$ cat config.mk
export PLATFORM = sky130hd
export DESIGN_NAME = sdp_scan_driver
export DESIGN_NICKNAME = d
export VERILOG_FILES = /design/src/rtl/sdp_scan_driver.sv
export SDC_FILE = /design/constraint.sdc
export NUM_CORES = 1
export LEC_CHECK = 0
export ABC_AREA = 1
export ABC_CLOCK_PERIOD_IN_PS = 4900
export CORE_ASPECT_RATIO = 1.1
export CORE_MARGIN = 3
export CORE_UTILIZATION = 60
export CTS_CLUSTER_DIAMETER = 50
export DETAILED_ROUTE_END_ITERATION = 8
export DONT_BUFFER_PORTS = 1
export PLACE_DENSITY = 0.76
export SLEW_MARGIN = 20
export SYNTH_ARGS = -nofsm -noshare
export SYNTH_HDL_FRONTEND = slang
export SYNTH_SLANG_ARGS = --single-unit
$ cat constraint.sdc
create_clock -name clk -period 4.9 [get_ports clk]
set_clock_uncertainty 0.2 [all_clocks]
set_input_delay 0.735 -clock clk [delete_from_list [all_inputs] [get_ports clk]]
set_output_delay 0.735 -clock clk [all_outputs]
set_load 0.1 [all_outputs]
$ cat src/rtl/sdp_scan_driver.sv
// Eight-digit seven-segment scan controller: steps the digit index at a fixed
// slot rate, blanks the start of each slot, and double-buffers the shown value.
module sdp_scan_driver #(
    parameter int DIV   = 50000,
    parameter int BLANK = 500
) (
    input  logic        clk,
    input  logic        rst,
    input  logic [31:0] data,
    input  logic [7:0]  dp_in,
    input  logic [7:0]  en_mask,
    input  logic        load,
    output logic [2:0]  sel,
    output logic [6:0]  seg,
    output logic        dp,
    output logic        frame_done
);

    localparam int            PW      = $clog2(DIV);
    localparam logic [PW-1:0] P_LAST  = PW'(DIV - 1);
    localparam logic [PW-1:0] P_BLANK = PW'(BLANK);

    typedef struct packed {
        logic [31:0] data;
        logic [7:0]  dp;
        logic [7:0]  mask;
    } disp_t;

    logic [PW-1:0] p_q, p_d;
    logic [2:0]    d_q, d_d;
    disp_t         shadow_q, shadow_d;
    disp_t         active_q, active_d;
    logic          pending_q, pending_d;
    logic          frame_done_q, frame_done_d;

    logic          slot_end;
    logic          boundary;
    disp_t         live;
    logic [3:0]    nibble;
    logic          blank;

    function automatic logic [6:0] hex_seg(input logic [3:0] v);
        case (v)
            4'h0: hex_seg = 7'h40;
            4'h1: hex_seg = 7'h79;
            4'h2: hex_seg = 7'h24;
            4'h3: hex_seg = 7'h30;
            4'h4: hex_seg = 7'h19;
            4'h5: hex_seg = 7'h12;
            4'h6: hex_seg = 7'h02;
            4'h7: hex_seg = 7'h78;
            4'h8: hex_seg = 7'h00;
            4'h9: hex_seg = 7'h10;
            4'hA: hex_seg = 7'h08;
            4'hB: hex_seg = 7'h03;
            4'hC: hex_seg = 7'h46;
            4'hD: hex_seg = 7'h21;
            4'hE: hex_seg = 7'h06;
            default: hex_seg = 7'h0E;
        endcase
    endfunction

    always_comb begin
        // NOTE: every _d gets a default before any branch so no latch is inferred.
        slot_end     = (p_q == P_LAST);
        boundary     = slot_end && (d_q == 3'd7);
        live         = '{data: data, dp: dp_in, mask: en_mask};
        p_d          = slot_end ? '0 : p_q + 1'b1;
        d_d          = slot_end ? d_q + 3'd1 : d_q;
        shadow_d     = shadow_q;
        active_d     = active_q;
        pending_d    = pending_q;
        frame_done_d = boundary;

        if (load) begin
            shadow_d  = live;
            pending_d = 1'b1;
        end
        // A load on the boundary edge itself bypasses the shadow.
        if (boundary) begin
            if (load) begin
                active_d = live;
            end else if (pending_q) begin
                active_d = shadow_q;
            end
            pending_d = 1'b0;
        end
    end

    always_ff @(posedge clk) begin
        // NOTE: state registers use non-blocking assignments so all update together.
        if (rst) begin
            p_q          <= '0;
            d_q          <= '0;
            shadow_q     <= '0;
            active_q     <= '0;
            pending_q    <= 1'b0;
            frame_done_q <= 1'b0;
        end else begin
            p_q          <= p_d;
            d_q          <= d_d;
            shadow_q     <= shadow_d;
            active_q     <= active_d;
            pending_q    <= pending_d;
            frame_done_q <= frame_done_d;
        end
    end

    // Outputs depend on registers only; sel and seg move on the same edge.
    always_comb begin
        nibble = active_q.data[{d_q, 2'b00} +: 4];
        blank  = (p_q < P_BLANK) || !active_q.mask[d_q];
        seg    = blank ? 7'h7F : hex_seg(nibble);
        dp     = blank | ~active_q.dp[d_q];
    end

    assign sel        = d_q;
    assign frame_done = frame_done_q;

endmodule

==> flow_summary.yaml, run 1 <==
status:
  status: "completed"
worst_setup_path:
  critPathCaptureType: "primary output"
  critPathKind: "flop to primary output"
  cp.required_ns: 3.96
  r2r-start: "sel[0]"
  crit_path_start: "sel[0]"
  cpMaxStageDelayCell: "buf_4"
  worstRegToRegCells: 6
  worst-path-max-fanout: 19
  crit_top_cell: "nand3_1"
  crit_end: "seg[4]"
  reg2reg_to: "active_q[33]"
  start_kind: "flop"
  path_cells: "buf_4, nand2_1, nand3_1, nand3_1, o21ai_0, inv_1, ha_1, nand3_1, nand3_1, nand3_1, buf_4"
  arrival_ns: 3.03
  regToRegSetupSlack_ns: 2.13
  crit_path_max_incr_delay_ns: 0.45
global_route:
  overflow: 0
  top_usage_layer: "met2"
  grtUsageMet1: 0.309
  first_global_vias: 4910
  grt_max_degree: 100
  grt_use_met3: 0.0665
  grt.total_usage: 0.249
  antenna_found_initial: 0
  gr-usage-met2: 0.421
  grt_pass1_wl_mm: 21.9
sta:
  period_share: 0.809
  fin_ws_ns: 0.937
  drv_slew: 0
  rsz0062_at_grt: "false"
  whs_ns: 0.0883
  worst_slew_pin_slew_ns: 0.974
  relSlewSlack: 0.350
  max_freq_ghz: 0.252
  fin_crit_ns: 3.96
  finalSetupViolCount: 0
  setup_tns_ns: 0
  hold_violations: 0
placement:
  placed_area_mm2: 0.00572
  place_congestion: 0.933
  place_ws_ns: 1.51
  hpwl_mm: 8.06
  io_buffers: 0
clock_tree:
  cts-resized-gates: 0
  cts_hold_buf: 0
  cts_root_buf: "clkbuf_8"
  cts.sinks: 117
  worst_skew_pair.late_latency_ns: 0.51
  h-tree-depth: 4
  clkTransAtPathRegs_ns: 0.06
  cts_buffers: 17
  tritoncts: "built"
  clk_path_buf_depth: 2
  cts_setup_buffers: 0
synthesis:
  synth_ff_type: "dfxtp_1"
  syn_area_mm2: 0.00572
  async_flop_share: 0
  synth_top_area_cell: "dfxtp_1"
  syn_avg_cell_area_um2: 7.13
  ys_ff_latch: 117
  ys_seq_area_frac: 0.410
  synth_top_area_frac: 0.410
  yosys_warnings: 0
  synthTopCellsByArea: "dfxtp_1 (41%), nand2_1 (10%), inv_1 (6.4%)"
  synth_edf_count: 0
  ys_types: 31
  netlist_instances: 802
  synth.net_count: 861
power_and_ir_drop:
  seq_power_share: 0.415
  power_density_mw_per_mm2: 376
  ir_worst_vdd_v: 0.000296
  sw_frac_of_total: 0.201
  intPower_uw: 1900
  design_power_total_uw: 2380
  power_switching_uw: 480
  comb_power_share: 0.042
  power_leakage_uw: 0.00256
  p_clk_frac: 0.542
detailed_routing:
  routed_wl_mm: 12.6
  drt_iter0_markers: 320
  vias_per_cell: 5.53
  dr_total_vias: 5023
  drc_errors: 0
  wl_per_cell_um: 13.9
  ant_nets: 0
  firstDrtPassIters: 5
die:
  num_rows: 36
  io-pin-count: 63
  fp.coreArea_mm2: 0.00905
  die_area_mm2: 0.0107
  dieHeight_um: 108
  initial_core_util: 0.631
  die_w_um: 99.1
final_layout:
  synthToLayoutAreaGrowth_pct: 10.9
  antennaDiodeCount: 0
  drive_gt1_frac: 0.111
  final_nets: 841
  final_cell_area_mm2: 0.00634
job:
  cap_violations: 0
worst_hold_path:
  hp-class: "input port to flop"
registers in the layout (all words and copies together), names as in the netlist:
| signal | cells |
|---|---|
| frame_done | 1 |
| pending_q | 1 |
| sel | 3 |
| shadow_q | 48 |
| p_q | 16 |
| active_q | 48 |
logic make-up after synthesis:
| logic type | after synthesis | synth area share |
|---|---|---|
| AOI/OAI and AO/OA | 119 | 0.128 |
| xor gates and xnor gates | 3 | 0.00460 |
| adders and majority gates | 8 | 0.0175 |
| buffers and inverters | 153 | 0.109 |
| DFF | 117 | 0.410 |
| and+or+nand+nor | 402 | 0.331 |
how the worst min path moves through the flow:
stage / start / slack (ns) / endpoint / cells after the start
4_1_cts: rst / 0.07 / shadow_q[7] / 1
5_1_grt: rst / 0.07 / shadow_q[18] / 1
3_3_place_gp: p_q[0] / 0.23 / p_q[0] / 1
6_report: rst / 0.09 / shadow_q[7] / 1
3_5_place_dp: p_q[0] / 0.25 / p_q[0] / 1
2_1_floorplan: p_q[0] / 0.22 / p_q[0] / 1
routing by layer:
layer / up-vias / share of wire / wire length (µm)
met5: - / 0 / 0
met2: 151 / 0.47 / 5940
met1: 2302 / 0.46 / 5740
met3: 16 / 0.060 / 756
met4: 0 / 0.013 / 163
li1: 2554 / - / -
synth_stat cells (5+ instances only):
master and number:
a21oi_1 61, buf_2 16, clkbuf_1 29, dfxtp_1 117
ha_1 8, inv_1 98, nand2_1 156, nand3_1 53
nand4_1 52, nor2_1 74, nor3_1 5, o21a_1 48
o21ai_0 6, or2_0 17, or2_2 32
critical path: cells and delay by family (launching register included):
family	cells	cell delay, ns
AOI/OAI and AO/OA	1	0.29
adders and majority gates	1	0.27
buffers and inverters	3	0.90
DFF	1	0.43
and+or+nand+nor	6	0.60
layout by cell type, fill, tap and decap left out, drive strengths merged, types with 23 or more instances in the layout:
| master | count |
|---|---|
| a21oi | 61 |
| inv | 101 |
| o21a | 48 |
| nand2 | 158 |
| clkbuf | 23 |
| or2 | 50 |
| nor2 | 77 |
| nand4 | 52 |
| nand3 | 56 |
| dfxtp | 117 |
metrics by stage:
stage,utilization,cells
2_1_floorplan,-,802
3_3_place_gp,0.631,877
3_5_place_dp,0.631,877
4_1_cts,0.700,909
5_1_grt,0.700,909
6_report,0.700,909
area by class of cell:
| class | count | area [µm²] |
|---|---|---|
| multi-input cells | 532 | 2750 |
| fillers | 768 | 2710 |
| flip-flops and latches | 117 | 2340 |
| clock buffers | 23 | 477 |
| inverters | 101 | 382 |
| clock inverters | 9 | 148 |
| well taps | 114 | 143 |
| repair buffers | 13 | 97.6 |
power groups by stage:
stage | Combinational, µW | Sequential [µW] | Clock, µW
2_1_floorplan | 103 | 1010 | 0
3_3_place_gp | 96.7 | 1010 | 0
3_5_place_dp | 101 | 1010 | 0
4_1_cts | 102 | 991 | 1310
5_1_grt | 117 | 993 | 1360
6_report | 101 | 991 | 1290
Note: power is estimated with default switching activity, not from simulation.
==> run 2: changes to the inputs <==
--- a/config.mk
+++ b/config.mk
@@ -6,14 +6,14 @@
 export NUM_CORES = 1
 export LEC_CHECK = 0
 export ABC_AREA = 1
-export ABC_CLOCK_PERIOD_IN_PS = 4900
+export ABC_CLOCK_PERIOD_IN_PS = 3300
 export CORE_ASPECT_RATIO = 1.1
 export CORE_MARGIN = 3
-export CORE_UTILIZATION = 60
+export CORE_UTILIZATION = 57
 export CTS_CLUSTER_DIAMETER = 50
 export DETAILED_ROUTE_END_ITERATION = 8
 export DONT_BUFFER_PORTS = 1
-export PLACE_DENSITY = 0.76
+export PLACE_DENSITY = 0.75
 export SLEW_MARGIN = 20
 export SYNTH_ARGS = -nofsm -noshare
 export SYNTH_HDL_FRONTEND = slang
==> constraint.sdc (replaced) <==
create_clock -name clk -period 3.3 [get_ports clk]
set_clock_uncertainty 0.2 [all_clocks]
set_input_delay 0.495 -clock clk [delete_from_list [all_inputs] [get_ports clk]]
set_output_delay 0.495 -clock clk [all_outputs]
set_load 0.1 [all_outputs]
==> run 2 against run 1 <==
- critical path depth unchanged
- global-route usage is 1.1 points lower
- non-clock buffer count is 9 higher
- cell count increased by 1.4%
- core utilization is 1.2 points lower
- register-to-register slack worse by 1.3 ns
- final area rose by 4.0%
- via count fell by 0.28%
- die area increased by 5.0%
- sequential power up 48%
- clock power grew 53%
- largest power group unchanged
==> flow_summary.yaml, run 2 (synthesis gave the netlist of run 1 again) <==
die:
  initial_core_util: 0.596
  num_rows: 37
  die_area_mm2: 0.0113
  dieHeight_um: 111
  fp.coreArea_mm2: 0.00958
  die_w_um: 101
  io-pin-count: 63
final_layout:
  final_nets: 851
  final_cell_mix: "nand2_1 (153), dfxtp_1 (114), inv_1 (97)"
  antennaDiodeCount: 0
  top_regs: "active_q: 48 flops, shadow_q: 48 flops, p_q: 16 flops"
  synthToLayoutAreaGrowth_pct: 15.4
  drive_gt1_frac: 0.138
  final_cell_area_mm2: 0.00659
  layout_commonest_cell: "nand2_1"
worst_setup_path:
  cpMaxStageDelayCell: "dfxtp_2"
  worst-path-max-fanout: 12
  crit_path_max_incr_delay_ns: 0.40
  critPathCaptureType: "primary output"
  critPathKind: "flop to primary output"
  crit_top_cell: "nand3_1"
  cp.required_ns: 2.60
  arrival_ns: 2.44
  path_cells: "buf_12, nand3_1, nand3_1, o21ai_0, buf_4, ha_1, inv_1, nand3_1, nand3_1, nand3_2, buf_12"
  start_kind: "flop"
detailed_routing:
  ant_nets: 0
  dr_total_vias: 5009
  drc_errors: 0
  routed_wl_mm: 12.7
  vias_per_cell: 5.43
  drt_iter0_markers: 280
  wl_per_cell_um: 13.7
  firstDrtPassIters: 7
worst_hold_path:
  hp-class: "input port to flop"
global_route:
  grt_pass1_wl_mm: 21.9
  antenna_found_initial: 0
  grt.total_usage: 0.238
  first_global_vias: 4848
  grt_max_degree: 100
  overflow: 0
clock_tree:
  cts_root_buf: "clkbuf_8"
  clkTransAtPathRegs_ns: 0.06
  h-tree-depth: 4
  tritoncts: "built"
  cts.sinks: 117
  clk_path_buf_depth: 2
  worst_skew_pair.late_latency_ns: 0.52
  cts_buffers: 17
sta:
  period_share: 0.949
  max_freq_ghz: 0.319
  finalSetupViolCount: 0
  worst_slew_pin_slew_ns: 0.941
  hold_violations: 0
  setup_tns_ns: 0
  rsz0062_at_grt: "false"
  whs_ns: 0.0293
  fin_crit_ns: 3.13
  drv_slew: 0
  relSlewSlack: 0.372
power_and_ir_drop:
  ir_worst_vdd_v: 0.000445
  power_density_mw_per_mm2: 547
  power_leakage_uw: 0.00266
  design_power_total_uw: 3610
status:
  status: "completed"
placement:
  hpwl_mm: 8.42
  place_congestion: 0.895
  io_buffers: 0
  placed_area_mm2: 0.00587
job:
  cap_violations: 0
==> run 2: cell types whose count changed in the layout (fill, tap and decap cells not counted), moves of 3 or more <==
cell and delta:
clkinvlp_4 +3, nand3_2 +5, nand2_1 -3, clkbuf_8 -3, nand2_2 +3, nand3_1 -5
buf_12 +8
==> run 2: critical path, delay by kind of cell, from the launching register on <==
kind	cells	cell delay, ns
compound gates	1	0.08
fa+ha+maj	1	0.24
buf+inv	4	0.69
flops	1	0.40
simple gates	5	0.49
==> run 2: report_power, final <==
part | internal (µW) | switching [µW]
sequential | 1460 | 12.9
combinational | 72.8 | 97.6
clock | 1320 | 652
total | 2850 | 763
==> run 2: final timing paths <==
kind | start | to | slack, ns | cells past startpoint
setup / recovery | sel[1] | seg[0] | 0.17 | 11
hold / removal | load | shadow_q[32] | 0.03 | 3
setup reg to reg | sel[0] | active_q[20] | 0.80 | 7
hold reg to reg | p_q[0] | p_q[0] | 0.25 | 1
==> run 2: area by class of cell <==
type	instances	area (µm²)
clock buffers	18	428
clock inverters	14	206
fillers	808	2990
inverters	101	388
multi-input cells	532	2780
flip-flops and latches	117	2350
well taps	117	146
repair buffers	22	289
repair inverters	1	5.00
==> run 2: metal layers <==
| layer | wire length (µm) | vias to the layer above | global-route usage | part of all wire |
|---|---|---|---|---|
| li1 | - | 2560 | - | - |
| met1 | 5540 | 2299 | 0.291 | 0.44 |
| met2 | 6350 | 124 | 0.405 | 0.50 |
| met3 | 518 | 26 | 0.0554 | 0.041 |
| met4 | 242 | 0 | 0.0789 | 0.019 |
| met5 | 0 | - | 0 | 0 |
==> run 2: what timing repair did <==
item	CTS	global route
buffers inserted	0	4
hold buffers	1	0
setup endpoints to repair	0	8
gates resized for setup	0	8
endpoints found under the hold margin	101	0
==> run 2: stage by stage <==
stage,setup WS [ns],util,instances
2_1_floorplan,0.0560,-,802
3_3_place_gp,0.659,0.612,884
3_5_place_dp,0.585,0.612,884
4_1_cts,0.0102,0.682,917
5_1_grt,0.00725,0.688,922
6_report,0.168,0.688,922
